## config.mk

```make
export PLATFORM = sky130hd
export DESIGN_NAME = boot_loader_flat
export DESIGN_NICKNAME = d
export VERILOG_FILES = /design/src/rtl/boot_loader_pkg.sv /design/src/rtl/boot_loader_if.sv /design/src/rtl/boot_loader_spi_shifter.sv /design/src/rtl/boot_loader.sv /design/src/flat_wrapper.sv
export SDC_FILE = /design/constraint.sdc
export NUM_CORES = 1
export LEC_CHECK = 0
export ABC_AREA = 1
export BUFFER_PORTS_ARGS = -buffer_cell sky130_fd_sc_hd__buf_2
export CORE_MARGIN = 2
export CORE_UTILIZATION = 35
export DETAILED_ROUTE_END_ITERATION = 8
export PLACE_DENSITY = 0.56
export SLEW_MARGIN = 20
export SYNTH_ARGS = -nofsm -noshare
export SYNTH_HDL_FRONTEND = slang
export SYNTH_SLANG_ARGS = --single-unit
```

## constraint.sdc

```tcl
create_clock -name i_clk -period 1.5 [get_ports i_clk]
set_input_delay 0.15 -clock i_clk [delete_from_list [all_inputs] [get_ports i_clk]]
set_output_delay 0.15 -clock i_clk [all_outputs]
set_load 0.1 [all_outputs]
```

## src/rtl/boot_loader_pkg.sv

```systemverilog
// Shared types and constants for the boot-time EEPROM-to-SRAM copier.
package boot_pkg;

    typedef enum logic [2:0] {
        IDLE,
        CMD,
        ADDR,
        DATA,
        WRITE,
        DONE
    } bootState_t;

    localparam int unsigned BOOT_CMD_BITS  = 8;
    localparam int unsigned BOOT_ADDR_BITS = 16;
    localparam int unsigned BOOT_WORD_BITS = 16;

    // Shift engine is as wide as the widest field it moves.
    localparam int unsigned SHIFT_W  = 16;
    localparam int unsigned BITCNT_W = 5;

    localparam logic [BOOT_CMD_BITS-1:0] READ_CMD_DEFAULT = 8'h03;

    typedef struct packed {
        logic [BOOT_ADDR_BITS-1:0] addr;
        logic [BOOT_WORD_BITS-1:0] data;
    } memWrite_t;

    // Left-justify the opcode so the shifter can send it MSB-first.
    function automatic logic [SHIFT_W-1:0] cmdWord(input logic [BOOT_CMD_BITS-1:0] cmd);
        return {cmd, (SHIFT_W - BOOT_CMD_BITS)'(0)};
    endfunction

endpackage

```

## src/rtl/boot_loader_if.sv

```systemverilog
// Storage-side SPI pins and memory-side write port of the boot copier.
interface boot_loader_if;
    import boot_pkg::*;

    logic                      o_spiCLK;
    logic                      o_spiMOSI;
    logic                      o_spiCSn;
    logic                      i_spiMISO;
    logic [BOOT_ADDR_BITS-1:0] o_memAddr;
    logic [BOOT_WORD_BITS-1:0] o_memData;
    logic                      o_memWr;
    logic                      o_memEn;

    modport master (
        output o_spiCLK, o_spiMOSI, o_spiCSn,
        output o_memAddr, o_memData, o_memWr, o_memEn,
        input  i_spiMISO
    );

    modport slave (
        input  o_spiCLK, o_spiMOSI, o_spiCSn,
        input  o_memAddr, o_memData, o_memWr, o_memEn,
        output i_spiMISO
    );
endinterface

```

## src/rtl/boot_loader_spi_shifter.sv

```systemverilog
// SPI mode-0 bit engine: SCLK divider, bit counter, MSB-first MOSI shift-out
// and MISO shift-in, driven through a load/go/done handshake.
module boot_spi_shifter
    import boot_pkg::*;
#(
    parameter int unsigned CLK_DIV = 2
) (
    input  logic                clk,
    input  logic                rstn,
    input  logic                load,
    input  logic                go,
    input  logic [SHIFT_W-1:0]  txData,
    input  logic [BITCNT_W-1:0] nBits,
    input  logic                miso,
    output logic                sclk,
    output logic                mosi,
    output logic [SHIFT_W-1:0]  rxData,
    output logic                done_c
);

    localparam int unsigned DIV_W = (CLK_DIV > 1) ? $clog2(CLK_DIV) : 1;
    localparam logic [DIV_W-1:0] DIV_LAST = DIV_W'(CLK_DIV - 1);

    logic [DIV_W-1:0]    divCnt;
    logic [SHIFT_W-1:0]  txReg;
    logic [SHIFT_W-1:0]  rxReg;
    logic [BITCNT_W-1:0] bitsLeft;
    logic                active;
    logic                halfEnd;

    assign halfEnd = active && go && (divCnt == DIV_LAST);
    // Final falling edge of the request; a same-cycle load chains with no gap.
    assign done_c  = halfEnd && sclk && (bitsLeft == BITCNT_W'(1));
    assign rxData  = rxReg;

    always_ff @(posedge clk or negedge rstn) begin
        if (!rstn) begin
            divCnt   <= '0;
            txReg    <= '0;
            rxReg    <= '0;
            bitsLeft <= '0;
            active   <= 1'b0;
            sclk     <= 1'b0;
            mosi     <= 1'b0;
        end else if (load) begin
            divCnt   <= '0;
            sclk     <= 1'b0;
            mosi     <= txData[SHIFT_W-1];
            txReg    <= {txData[SHIFT_W-2:0], 1'b0};
            bitsLeft <= nBits;
            active   <= 1'b1;
        end else if (active && go) begin
            if (halfEnd) begin
                divCnt <= '0;
                sclk   <= ~sclk;
                if (!sclk) begin
                    rxReg <= {rxReg[SHIFT_W-2:0], miso};
                end else begin
                    bitsLeft <= bitsLeft - 1'b1;
                    if (bitsLeft == BITCNT_W'(1)) begin
                        active <= 1'b0;
                        mosi   <= 1'b0;
                    end else begin
                        mosi  <= txReg[SHIFT_W-1];
                        txReg <= {txReg[SHIFT_W-2:0], 1'b0};
                    end
                end
            end else begin
                divCnt <= divCnt + 1'b1;
            end
        end
    end

endmodule

```

## src/rtl/boot_loader.sv

```systemverilog
// Boot-time copier: reads NUM_WORDS 16-bit words from the SPI EEPROM with one
// continuous sequential read and writes them into SRAM from address 0 upward.
module boot_loader
    import boot_pkg::*;
#(
    parameter int unsigned              NUM_WORDS = 16'hFFFF,
    parameter int unsigned              CLK_DIV   = 2,
    parameter logic [BOOT_CMD_BITS-1:0] READ_CMD  = READ_CMD_DEFAULT
) (
    input  logic          i_clk,
    input  logic          i_rstn,
    input  logic          i_start,
    boot_loader_if.master bus,
    output logic          o_busy,
    output logic          o_isBooted
);

    localparam logic [BOOT_ADDR_BITS-1:0] LAST_ADDR = BOOT_ADDR_BITS'(NUM_WORDS - 1);

    bootState_t state, stateNext;
    memWrite_t  memReq, memReqNext;
    logic       memStrobe, memStrobeNext;
    logic       csn, csnNext;
    logic       busyNext, bootedNext;

    logic                shLoad, shGo, shDone_c;
    logic [SHIFT_W-1:0]  shTx, shRx;
    logic [BITCNT_W-1:0] shBits;

    boot_spi_shifter #(.CLK_DIV(CLK_DIV)) uShift (
        .clk    (i_clk),
        .rstn   (i_rstn),
        .load   (shLoad),
        .go     (shGo),
        .txData (shTx),
        .nBits  (shBits),
        .miso   (bus.i_spiMISO),
        .sclk   (bus.o_spiCLK),
        .mosi   (bus.o_spiMOSI),
        .rxData (shRx),
        .done_c (shDone_c)
    );

    // State and registered outputs.
    always_ff @(posedge i_clk or negedge i_rstn) begin
        if (!i_rstn) begin
            state      <= IDLE;
            memReq     <= '0;
            memStrobe  <= 1'b0;
            csn        <= 1'b1;
            o_busy     <= 1'b0;
            o_isBooted <= 1'b0;
        end else begin
            state      <= stateNext;
            memReq     <= memReqNext;
            memStrobe  <= memStrobeNext;
            csn        <= csnNext;
            o_busy     <= busyNext;
            o_isBooted <= bootedNext;
        end
    end

    // Next state, next outputs and shifter requests.
    always_comb begin
        stateNext     = state;
        memReqNext    = memReq;
        memStrobeNext = 1'b0;
        csnNext       = csn;
        busyNext      = o_busy;
        bootedNext    = o_isBooted;
        shLoad        = 1'b0;
        shGo          = 1'b0;
        shTx          = '0;
        shBits        = '0;

        case (state)
            IDLE: begin
                if (i_start) begin
                    stateNext = CMD;
                    csnNext   = 1'b0;
                    busyNext  = 1'b1;
                    shLoad    = 1'b1;
                    shTx      = cmdWord(READ_CMD);
                    shBits    = BITCNT_W'(BOOT_CMD_BITS);
                end
            end
            CMD: begin
                shGo = 1'b1;
                if (shDone_c) begin
                    stateNext = ADDR;
                    shLoad    = 1'b1;
                    shBits    = BITCNT_W'(BOOT_ADDR_BITS);
                end
            end
            ADDR: begin
                shGo = 1'b1;
                if (shDone_c) begin
                    stateNext = DATA;
                    shLoad    = 1'b1;
                    shBits    = BITCNT_W'(BOOT_WORD_BITS);
                end
            end
            DATA: begin
                shGo = 1'b1;
                if (shDone_c) begin
                    stateNext       = WRITE;
                    memStrobeNext   = 1'b1;
                    memReqNext.data = shRx;
                end
            end
            WRITE: begin
                // SCLK stays low here, so the EEPROM read is only paused.
                if (memReq.addr == LAST_ADDR) begin
                    stateNext  = DONE;
                    csnNext    = 1'b1;
                    busyNext   = 1'b0;
                    bootedNext = 1'b1;
                end else begin
                    stateNext       = DATA;
                    memReqNext.addr = memReq.addr + 1'b1;
                    shLoad          = 1'b1;
                    shBits          = BITCNT_W'(BOOT_WORD_BITS);
                end
            end
            DONE: begin
                stateNext = DONE;
            end
            default: begin
                stateNext = IDLE;
            end
        endcase
    end

    assign bus.o_spiCSn  = csn;
    assign bus.o_memAddr = memReq.addr;
    assign bus.o_memData = memReq.data;
    assign bus.o_memWr   = memStrobe;
    assign bus.o_memEn   = memStrobe;

endmodule
```

## src/flat_wrapper.sv

```systemverilog
// flat-port wrapper written by rule: the top's interface ports become plain ports
module boot_loader_flat import boot_pkg::*;
#(
    parameter int unsigned              NUM_WORDS = 16'hFFFF,
    parameter int unsigned              CLK_DIV   = 2,
    parameter logic [BOOT_CMD_BITS-1:0] READ_CMD  = READ_CMD_DEFAULT
)
  (i_clk, i_rstn, i_start, o_busy, o_isBooted, bus_o_spiCLK, bus_o_spiMOSI, bus_o_spiCSn, bus_o_memAddr, bus_o_memData, bus_o_memWr, bus_o_memEn, bus_i_spiMISO);
  boot_loader_if bus_i ();
  input  logic i_clk;
  input  logic i_rstn;
  input  logic i_start;
  output logic o_busy;
  output logic o_isBooted;
  output wire logic [$bits(bus_i.o_spiCLK)-1:0] bus_o_spiCLK;
  output wire logic [$bits(bus_i.o_spiMOSI)-1:0] bus_o_spiMOSI;
  output wire logic [$bits(bus_i.o_spiCSn)-1:0] bus_o_spiCSn;
  output wire logic [$bits(bus_i.o_memAddr)-1:0] bus_o_memAddr;
  output wire logic [$bits(bus_i.o_memData)-1:0] bus_o_memData;
  output wire logic [$bits(bus_i.o_memWr)-1:0] bus_o_memWr;
  output wire logic [$bits(bus_i.o_memEn)-1:0] bus_o_memEn;
  input wire logic [$bits(bus_i.i_spiMISO)-1:0] bus_i_spiMISO;
  assign bus_o_spiCLK = bus_i.o_spiCLK;
  assign bus_o_spiMOSI = bus_i.o_spiMOSI;
  assign bus_o_spiCSn = bus_i.o_spiCSn;
  assign bus_o_memAddr = bus_i.o_memAddr;
  assign bus_o_memData = bus_i.o_memData;
  assign bus_o_memWr = bus_i.o_memWr;
  assign bus_o_memEn = bus_i.o_memEn;
  assign bus_i.i_spiMISO = bus_i_spiMISO;
  boot_loader #(.NUM_WORDS(NUM_WORDS), .CLK_DIV(CLK_DIV), .READ_CMD(READ_CMD)) u_core (.i_clk(i_clk), .i_rstn(i_rstn), .i_start(i_start), .bus(bus_i), .o_busy(o_busy), .o_isBooted(o_isBooted));
endmodule
```

# [After elaboration in Yosys (flattened, before gate mapping)]
# Index checks and enable logic that the tools add are counted.
# Widths: inputs -> output; s select.
[op_classes] n_reduce_logical=22 muxes=49 n_bitwise=3 addsub=3 eq_ne=13
[ops] op="$mux 16" count=6
[ops] op="$mux 5" count=6
[ops] op="$mux 1" count=25
[ops] op="$pmux 3 s6" count=1
[ops] op="$add 16x1->16 const B" count=1
[ops] op="$eq 16x16->1 const B" count=1
[ops] op="$reduce_and 4->1" count=4
[ops] op="$mux 3" count=5
[ops] op="$pmux 5 s3" count=1
[ops] op="$mux 10" count=1
[ops] op="$ne 2x1->1 const B" count=5
[ops] op="$reduce_bool 2->1" count=5
[ops] op="$reduce_and 2->1" count=4
[ops] op="$eq 3x2->1 const B" count=2
[ops] op="$eq 3x3->1 const B" count=2
[ops] op="$reduce_and 3->1" count=2
[ops] op="$eq 5x1->1 const B" count=1
[ops] op="$sub 5x1->5 const B" count=1
[ops] op="$logic_and 1x1->1" count=4
[ops] op="$mux 4" count=1
[ops] op="$pmux 1 s2" count=2
[ops] op="$eq 3x1->1 const B" count=1
[ops] op="$logic_not 3->1" count=1
[ops] op="$not 1->1" count=3
[ops] op="other kinds (5)" count=5
[totals] regBits=80 in_bits=4 output_inout_bits=39

# [Depth between registers and ports, before layout]
# Gate-level depths: netlist (run 1).
[logic_depth] depth_word=11 depth_mapped=10 ltp_nobuf=10

# [Cells and area by module]
# From an unflattened synthesis (run 1), not the netlist that was laid out.
[hier_totals] hier_cells=513 area_unflattened_um2=3915.0
[by_module_without_submodules] module="boot_spi_shifter" cells_per_inst=253 instances=1 seq_area_each_um2=1001.0 area_each_um2=1963.1
[by_module_without_submodules] module="boot_loader" cells_per_inst=260 instances=1 seq_area_each_um2=977.2 area_each_um2=1951.9

# [Least setup slack after synthesis (run 1)]
# OpenSTA, ideal clock, no wires.
[synth_path] path_type="register -> register" from="reg u_core.memReq, in the netlist u_core.bus.o_memAddr[1]" to="reg u_core.memReq, in the netlist u_core.bus.o_memAddr[3]" setup_slack_ns=-0.778 period_less_slack_ns=2.278 setup_ns=0.163 t_arrival_ns=2.115 path_stages_with_launch=9 t_required_ns=1.337 path_cell_list="dfrtp_1 > ha_1 > inv_1 > nor2_1 > nand2_1 > o21ai_4 > buf_4 > nor2_1 > xor2_1"
[synth_via] elab_chain_cells=3 elab_cells_between_ends=4
[synth_lines] element="from (decl)" line="boot_loader.sv:21" text="memWrite_t memReq, memReqNext;"
[synth_lines] element="from (signal assigned)" line="boot_loader.sv:55" text="memReq <= memReqNext;"
[synth_lines] element="parallel branches: the longest is 3 deep, another holds $add 16x1->16"
# Parallel ways; which one is timed is not known.
# A chain may end at the register's enable or synchronous reset.

# [Worst setup path after layout (run 1)]
[layout_path] from="reg u_core.memReq, in the netlist u_core.bus.o_memAddr[0]" to="reg u_core.memReq, in the netlist u_core.bus.o_memAddr[5]"
# Same word-level chain as after synthesis.

==> results.toml, run 1 <==
[placement]
gp_congestion = 0.830
portBuffers = 42
dpl.cell_count = 565
hpwl_um = 5050

[clocking]
insertion_delay_ps = 350
cts.sinks = 71
clockBufferDepth = 2
numCtsBuffers = 9
tritoncts = "built"
clkTransAtPathRegs_ps = 90
cts_root_buffer = "clkbuf_8"
h-tree-depth = 3

[synthesis]
synth_seq_cells = 71
synth_ff_type = "dfrtp_1"
syn_inst = 376
yosysWarningCount = 0
synthArstFlopShare_pct = 100
seq_area_frac_synth_pct = 55.1
synth_top_area_share_pct = 54.3
synth_area_sq_mm = 0.00323
yosysTopAreaCell = "dfrtp_1"
netlist_top_cells_area = "dfrtp_1 (54%), nand2_1 (15%), inv_1 (4.4%), o21ai_0 (3.3%), xor2_1 (3.0%)"
syn_avg_cell_area_sq_um = 8.58
synth_edf_count = 0
ys_types = 29
synth_nets = 384

[grt]
grt_util_met1_pct = 19.2
grt_busiest_layer = "met2"
grt_max_degree = 52
overflow = 0
grt_use_met2_pct = 27.0
grt_pass1_vias = 2747
grt_antenna_before_repair = 0
use_met3_pct = 3.55
grt_pass1_wl_um = 12500
grtUsageTotal_pct = 15.7

[worst_hold_path]
hold_path_class = "input port to flip-flop"

[detailed_routing]
viasPerCell = 4.68
final_antenna_net_count = 0
wl_um = 7750
drc = 0
drtPass1Iterations = 4
post_drt_wl_per_cell_um = 12.9
first_iter_violations = 82
vias = 2810

[layout]
drive_above_1_share_pct = 42.4
area_delta_synth_final_pct = 44.1
num-fill-cells = 841
stdcell_count = 601
fin_nets = 493
diodes = 0

[floorplan]
start_util_pct = 35.4
die_area_sq_mm = 0.0100
rows = 35
dieHeight_um = 100
die_w_um = 100
design.core.area_sq_mm = 0.00911
num_io_pins = 43

[critical_path]
critPathSlowestCell = "dfrtp_4"
critical_path.max_stage_delay_ps = 500
cp-end-kind = "flip-flop"
crit_type = "flip-flop to flip-flop"
worstPathCellList = "inv_4 -> ha_4 -> inv_2 -> nor2_4 -> nand2_2 -> o21ai_4 -> buf_6 -> buf_12 -> nor2_2 -> xor2_1"
crit_arrival_ps = 1920
crit_fanout = 9
worstSetupStartpointType = "flip-flop"
critPathRequiredTime_ps = 1740

[run]
cap_violations = 0

[sta]
fin_skew_ps = 10.7
timing.slew.headroom_pct = 66.7
finalWorstSetupSlack_ps = -176
fin_setup_tns_ps = -3970
report.final.slew_viol_count = 0
grt_setup_unrepaired = "true"
min_period_ps = 1680
fin_crit_sh_pct = 112
finalSetupViolCount = 34
fmax_mhz = 597
finalHoldViolations = 0
tightestPinTransition_ps = 504

[pwr]
powerDensity_mw_per_mm2 = 748
vdd_ir_drop_max_v = 0.000482
leakagePower_nw = 2.37

[run_status]
status = "finished, violations left"
violations = "setup timing"
-- metal layers --
| metal | vias up | routed length, um |
|---|---|---|
| met2 | 52 | 3900 |
| met4 | 0 | 159 |
| li1 | 1399 | - |
| met3 | 13 | 311 |
| met1 | 1346 | 3380 |
| met5 | - | 0 |
-- cell usage in the layout (no fill, tap or decap), types with 8 or more instances in the layout --
master and n:
nand2_1 107, dfrtp_1 53, buf_4 50, buf_2 38
inv_1 31, o21ai_0 18, nand2_2 15, nor2_1 15
dfrtp_4 11, nand2_4 10, nand3_1 10, o21ai_1 10
xor2_1 10, clkbuf_8 9, inv_2 8, o21ai_2 8
-- report_power, final --
part           total [W]  switching [W]  leakage, nW  internal, W
Combinational  0.0000735      0.0000545         1.38    0.0000190
Clock            0.00146       0.000827       0.0903     0.000637
Sequential       0.00194     0.00000911        0.897      0.00193
-- Yosys cell counts, drive strengths merged (2+ instances only) --
library cell,count
o21ai,37
ha,4
xnor2,4
a21oi,5
nand3,15
xor2,11
nand2,132
buf,6
dfrtp,70
nand4,7
clkbuf,3
nor2,28
o21bai,2
inv,41
nor3,6
-- registers in the layout, summed over array words and instances, names as in the netlist --
signal,flops
u_core.bus.o_memData,16
u_core.state,3
u_core.bus.o_memEn,1
u_core.uShift.mosi,1
u_core.bus.o_spiCSn,1
u_core.uShift.bitsLeft,5
u_core.uShift.rxData,16
u_core.uShift.txReg,7
u_core.uShift.active,1
u_core.o_busy,1
u_core.uShift.divCnt,1
u_core.uShift.sclk,1
u_core.o_isBooted,1
u_core.bus.o_memAddr,16
-- worst max-delay path: cells and delay by family, from the launching register on --
kind / cells / cell delay (ps)
AND/OR/NAND/NOR: 3 / 200
adder cells (fa/ha/maj): 1 / 120
flip-flops: 1 / 500
buffers and inverters: 4 / 420
AO/OA/AOI/OAI: 1 / 200
XOR/XNOR: 1 / 130
-- logic make-up after synthesis --
| kind of cell | Yosys count | share of synthesized area, % |
|---|---|---|
| xor gates and xnor gates | 15 | 4.07 |
| AOI/OAI and AO/OA | 46 | 7.76 |
| adders and majority gates | 4 | 1.55 |
| buffers and inverters | 50 | 6.21 |
| and+or+nand+nor | 190 | 25.3 |
| DFF | 71 | 55.1 |
-- timing repair --
item / in CTS / in global routing
pin swaps: 14 / 15
resized for setup: 23 / 64
setup buffers: 8 / 7
hold buffers: 1 / 0
gates cloned: 1 / 3
endpoints found under the setup margin: 49 / 54
hold endpoints to repair: 13 / 0
-- final timing paths --
check                      cells past startpoint               startpoint  slack, ps                       to
max in group asynchronous                      3                   i_rstn        660      u_core.bus.o_spiCSn
hold / removal                                 3            bus_i_spiMISO         40  u_core.uShift.rxData[0]
setup / recovery                              10  u_core.bus.o_memAddr[0]       -180  u_core.bus.o_memAddr[5]
setup reg to reg                              10  u_core.bus.o_memAddr[0]       -180  u_core.bus.o_memAddr[5]
min in group asynchronous                      2                   i_rstn        220          u_core.state[0]
hold reg to reg                                2       u_core.uShift.mosi        470       u_core.uShift.mosi
-- layout make-up --
| cell class | count | area, sq um | share of cell area [%] |
|---|---|---|---|
| Clock buffer | 9 | 124 | 2.66 |
| Timing Repair Buffer | 107 | 855 | 18.4 |
| Clock inverter | 7 | 63.8 | 1.37 |
| Tap cell | 111 | 139 | 2.99 |
| Inverter | 41 | 161 | 3.47 |
| Multi-Input combinational cell | 255 | 1480 | 31.8 |
| Sequential cell | 71 | 1830 | 39.3 |
-- stage by stage --
step / total power (W) / hold slack (ps) / utilization, % / cell area, sq um / setup WS (ps)
after floorplan: 0.00199 / -146 / - / 3280 / -288
after global placement: 0.00205 / 62.9 / 43.4 / 3950 / -223
after detailed placement: 0.00205 / 64.0 / 43.4 / 3950 / -263
after CTS: 0.00353 / 30.7 / 47.5 / 4320 / -200
after global routing: 0.00363 / 71.7 / 51.0 / 4650 / -256
final: 0.00348 / 39.4 / 51.0 / 4650 / -176
No activity file was read; power rests on OpenSTA's default activity.
==> run 2, diff against run 1 <==
- BUFFER_PORTS_ARGS: -buffer_cell sky130_fd_sc_hd__buf_2 -> not set
- DONT_BUFFER_PORTS: not set -> 1
- PLACE_DENSITY: 0.56 -> 0.52
==> results.toml, run 2 (same netlist as run 1, synthesis figures left out) <==
[run_status]
status = "finished, violations left"
violations = "hold timing, setup timing"

[sta]
tightestPinTransition_ps = 344
grt_setup_unrepaired = "true"
fin_skew_ps = 8.50
report.final.slew_viol_count = 0
finalSetupViolCount = 33
finalWorstSetupSlack_ps = -181
finalHoldViolations = 71
timing.slew.headroom_pct = 77.0
fmax_mhz = 595
fin_crit_sh_pct = 112
min_period_ps = 1680
hold_ws_ps = -498

[grt]
grtUsageTotal_pct = 15.5
grt_pass1_wl_um = 12400
grt_max_degree = 72
overflow = 0
grt_antenna_before_repair = 0
grt_pass1_vias = 2646

[pwr]
vdd_ir_drop_max_v = 0.000697
powerDensity_mw_per_mm2 = 721
leakagePower_nw = 2.28

[run]
cap_violations = 0

[worst_hold_path]
hold_path_class = "input port to asynchronous set/reset pin"

[floorplan]
rows = 35
dieHeight_um = 100
die_area_sq_mm = 0.0100
start_util_pct = 35.4
design.core.area_sq_mm = 0.00911
die_w_um = 100
num_io_pins = 43

[critical_path]
crit_fanout = 6
crit_type = "flip-flop to flip-flop"
worstSetupStartpointType = "flip-flop"
r2r_slack_ps = -180
rr_worst_depth = 10
crit_arrival_ps = 1910
cp-end-kind = "flip-flop"
critPathRequiredTime_ps = 1730

[clocking]
cts.sinks = 71
insertion_delay_ps = 340
h-tree-depth = 3
tritoncts = "built"
numCtsBuffers = 9
hold_buffers = 1
clockBufferDepth = 2
cts_root_buffer = "clkbuf_8"
clkTransAtPathRegs_ps = 80

[layout]
final_common_cell = "nand2_1"
final_cell_mix = "nand2_1 (107), buf_4 (85), dfrtp_1 (52)"
register_area_sq_mm = 0.00183
fin_util_pct = 51.1
multi_input_area_sq_mm = 0.00152
area_delta_synth_final_pct = 44.2
num-fill-cells = 867
diodes = 0
drive_above_1_share_pct = 42.0
fin_nets = 482

[placement]
post-place-ws_ps = -314
portBuffers = 0
gp_congestion = 0.845
hpwl_um = 5100

[detailed_routing]
post_drt_wl_per_cell_um = 13.2
wl_um = 7760
final_antenna_net_count = 0
first_iter_violations = 146
drtPass1Iterations = 5
viasPerCell = 4.59
vias = 2708
drc = 0
==> run 2: worst max-delay path, stage by stage (launching register included) <==
cell and delay [ps]:
dfrtp_4 500, inv_4 70, ha_4 120, inv_2 40, nor2_4 110, nand2_2 70, o21ai_4 230, buf_4 150
nand4_1 120, nand2_1 110, nand2_1 60
==> run 2: timing repair <==
item	CTS	global route
endpoints found under the hold margin	72	71
pin swaps	14	13
setup buffers	7	5
gates cloned	0	3
endpoints found under the setup margin	49	51
gates resized for setup	22	68
==> run 2: report_power, final <==
part	internal, W	switching [W]
Clock	0.000617	0.000773
Sequential	0.00193	0.00000904
Combinational	0.00000927	0.0000174
Total	0.00256	0.000799
==> run 2: path summary, 6_finish.rpt <==
kind,endpoint,from
min in group i_clk,u_core.state[0],i_start
worst max register to register,u_core.uShift.bitsLeft[4],u_core.bus.o_memAddr[0]
worst max-delay path,u_core.uShift.bitsLeft[4],u_core.bus.o_memAddr[0]
worst min register to register,u_core.bus.o_spiCSn,u_core.bus.o_spiCSn
max in group asynchronous,u_core.bus.o_spiCSn,i_rstn
worst min-delay path,u_core.o_isBooted,i_rstn
==> run 2: area by class of cell <==
type                       instances  area share (%)
tap                              111            2.99
timing repair buffer              96            17.7
multi-input combinational        255            32.7
inverter                          41            3.42
clock inverter                     7            1.18
sequential                        71            39.3
clock buffer                       9            2.66
==> run 2: per-layer routing <==
metal	vias to the layer above	global-route usage, %	routed length, um
met5	-	0	0
met4	0	4.74	68
met3	8	4.81	370
met2	53	25.6	3900
met1	1269	19.5	3420
li1	1378	-	-
==> run 2: per-stage QoR <==
| step | cells | hold slack [ps] | TNS, ps | area, sq um | total power (W) |
|---|---|---|---|---|---|
| CTS | 582 | -531 | -4900 | 4310 | 0.00342 |
| floorplan | 376 | -146 | -7640 | 3280 | 0.00199 |
| detailed placement | 559 | -144 | -7350 | 4010 | 0.00200 |
| global route | 590 | -534 | -7900 | 4650 | 0.00351 |
| finish | 590 | -498 | -3580 | 4650 | 0.00336 |
| global placement | 559 | -143 | -4550 | 4010 | 0.00200 |
==> run 3, diff against run 2 <==
- PLACE_DENSITY: 0.52 -> 0.5
- clock period: 1.5 -> 1.9 ns (I/O delays scaled with it)
==> results.toml, run 3 (same netlist as run 1, synthesis figures left out) <==
[clocking]
clkTransAtPathRegs_ps = 80
tritoncts = "built"
h-tree-depth = 3
clockBufferDepth = 2
insertion_delay_ps = 340
cts.sinks = 71
cts_root_buffer = "clkbuf_8"
numCtsBuffers = 9

[layout]
num-fill-cells = 888
final_common_cell = "nand2_1"
fin_nets = 436
diodes = 0
final_cell_mix = "nand2_1 (129), dfrtp_1 (52), buf_4 (46)"
area_delta_synth_final_pct = 24.0
drive_above_1_share_pct = 24.5
fin_util_pct = 43.9

[sta]
fin_skew_ps = 13.4
min_period_ps = 1780
finalSetupViolCount = 0
fin_crit_sh_pct = 93.6
fmax_mhz = 562
grt_setup_unrepaired = "false"
tightestPinTransition_ps = 544
report.final.slew_viol_count = 0
timing.slew.headroom_pct = 64.0
finalHoldViolations = 0

[detailed_routing]
drtPass1Iterations = 4
viasPerCell = 4.61
drc = 0
first_iter_violations = 94
vias = 2508
wl_um = 6710
post_drt_wl_per_cell_um = 12.3
final_antenna_net_count = 0

[critical_path]
crit_fanout = 4
r2r_slack_ps = 120
worstSetupStartpointType = "flip-flop"
crit_type = "flip-flop to flip-flop"
critPathRequiredTime_ps = 2160
cp-end-kind = "flip-flop"
crit_arrival_ps = 2040

[floorplan]
design.core.area_sq_mm = 0.00911
die_area_sq_mm = 0.0100
rows = 35
die_w_um = 100
num_io_pins = 43
dieHeight_um = 100
start_util_pct = 35.4

[pwr]
leakagePower_nw = 1.99
p_comb_share_pct = 1.9
switching_share_pct = 22.8
power.internal_w = 0.00218
vdd_ir_drop_max_v = 0.000295
totalPowerFinal_w = 0.00283
powerDensity_mw_per_mm2 = 707
pwr-share-clk_pct = 44.0
seq_power_share_pct = 54.1
p_switching_w = 0.000646

[placement]
portBuffers = 0
hpwl_um = 4720
gp_congestion = 0.843

[grt]
grt_pass1_wl_um = 11700
grt_pass1_vias = 2510
grt_max_degree = 72
overflow = 0
grtUsageTotal_pct = 14.7
grt_antenna_before_repair = 0

[run]
cap_violations = 0

[worst_hold_path]
hold_path_class = "input port to flip-flop"

[run_status]
status = "finished clean"
==> run 3: through the flow <==
stage               setup TNS [ps]  std cells  area (sq um)  worst slack (ps)  hold WS (ps)
floorplan                    -2.34        376          3250             -2.34          -106
global placement             -4.94        523          3700             -4.94          -104
detailed placement           -24.3        523          3700             -24.3          -104
CTS                              0        541          3940              2.74          1.90
global route                     0        544          4000             0.123          4.85
finish                           0        544          4000               121          18.7
==> run 3: critical path, stage by stage, from the launching register on <==
cell     delay, ps
dfrtp_4        450
buf_4          310
nand3_1        150
nor3_1         270
nand3_1        180
xor2_1         170
o21ai_0        160
==> run 3: final cells by class <==
class / instances / area (sq um) / share of cell area, %
sequential: 71 / 1810 / 45.1
multi-input combinational: 255 / 1270 / 31.8
timing repair buffer: 50 / 423 / 10.6
inverter: 41 / 156 / 3.91
tap: 111 / 139 / 3.47
clock buffer: 10 / 138 / 3.44
clock inverter: 6 / 67.6 / 1.69
==> run 3: worst paths after layout <==
kind | startpoint | end | depth (start not counted)
hold reg to reg | u_core.uShift.txReg[15] | u_core.uShift.txReg[15] | 2
setup reg to reg | u_core.bus.o_memAddr[1] | u_core.bus.o_memAddr[15] | 6
max in group asynchronous | i_rstn | u_core.bus.o_spiCSn | 2
min in group asynchronous | i_rstn | u_core.bus.o_memAddr[4] | 2
hold / removal | bus_i_spiMISO | u_core.uShift.rxData[0] | 2
setup / recovery | u_core.bus.o_memAddr[1] | u_core.bus.o_memAddr[15] | 6
==> run 3: per-layer routing <==
layer,track usage (%),share of wire (%)
met1,18.5,46
met2,24.0,49
met3,3.76,4.4
met4,6.32,0.78
met5,0,0
==> run 3: repair_timing <==
action	CTS	global route
hold endpoints to repair	71	0
hold buffers	2	0
endpoints found under the setup margin	1	16
setup buffers	0	3
pin swaps	0	7
resized for setup	1	12
==> run 3: power by group through the flow <==
stage               clock (W)  sequential (W)  combinational (W)
floorplan                   0         0.00156          0.0000135
global route          0.00136         0.00153          0.0000659
global placement            0         0.00156          0.0000168
CTS                   0.00129         0.00153          0.0000581
finish                0.00124         0.00153          0.0000541
detailed placement          0         0.00156          0.0000180
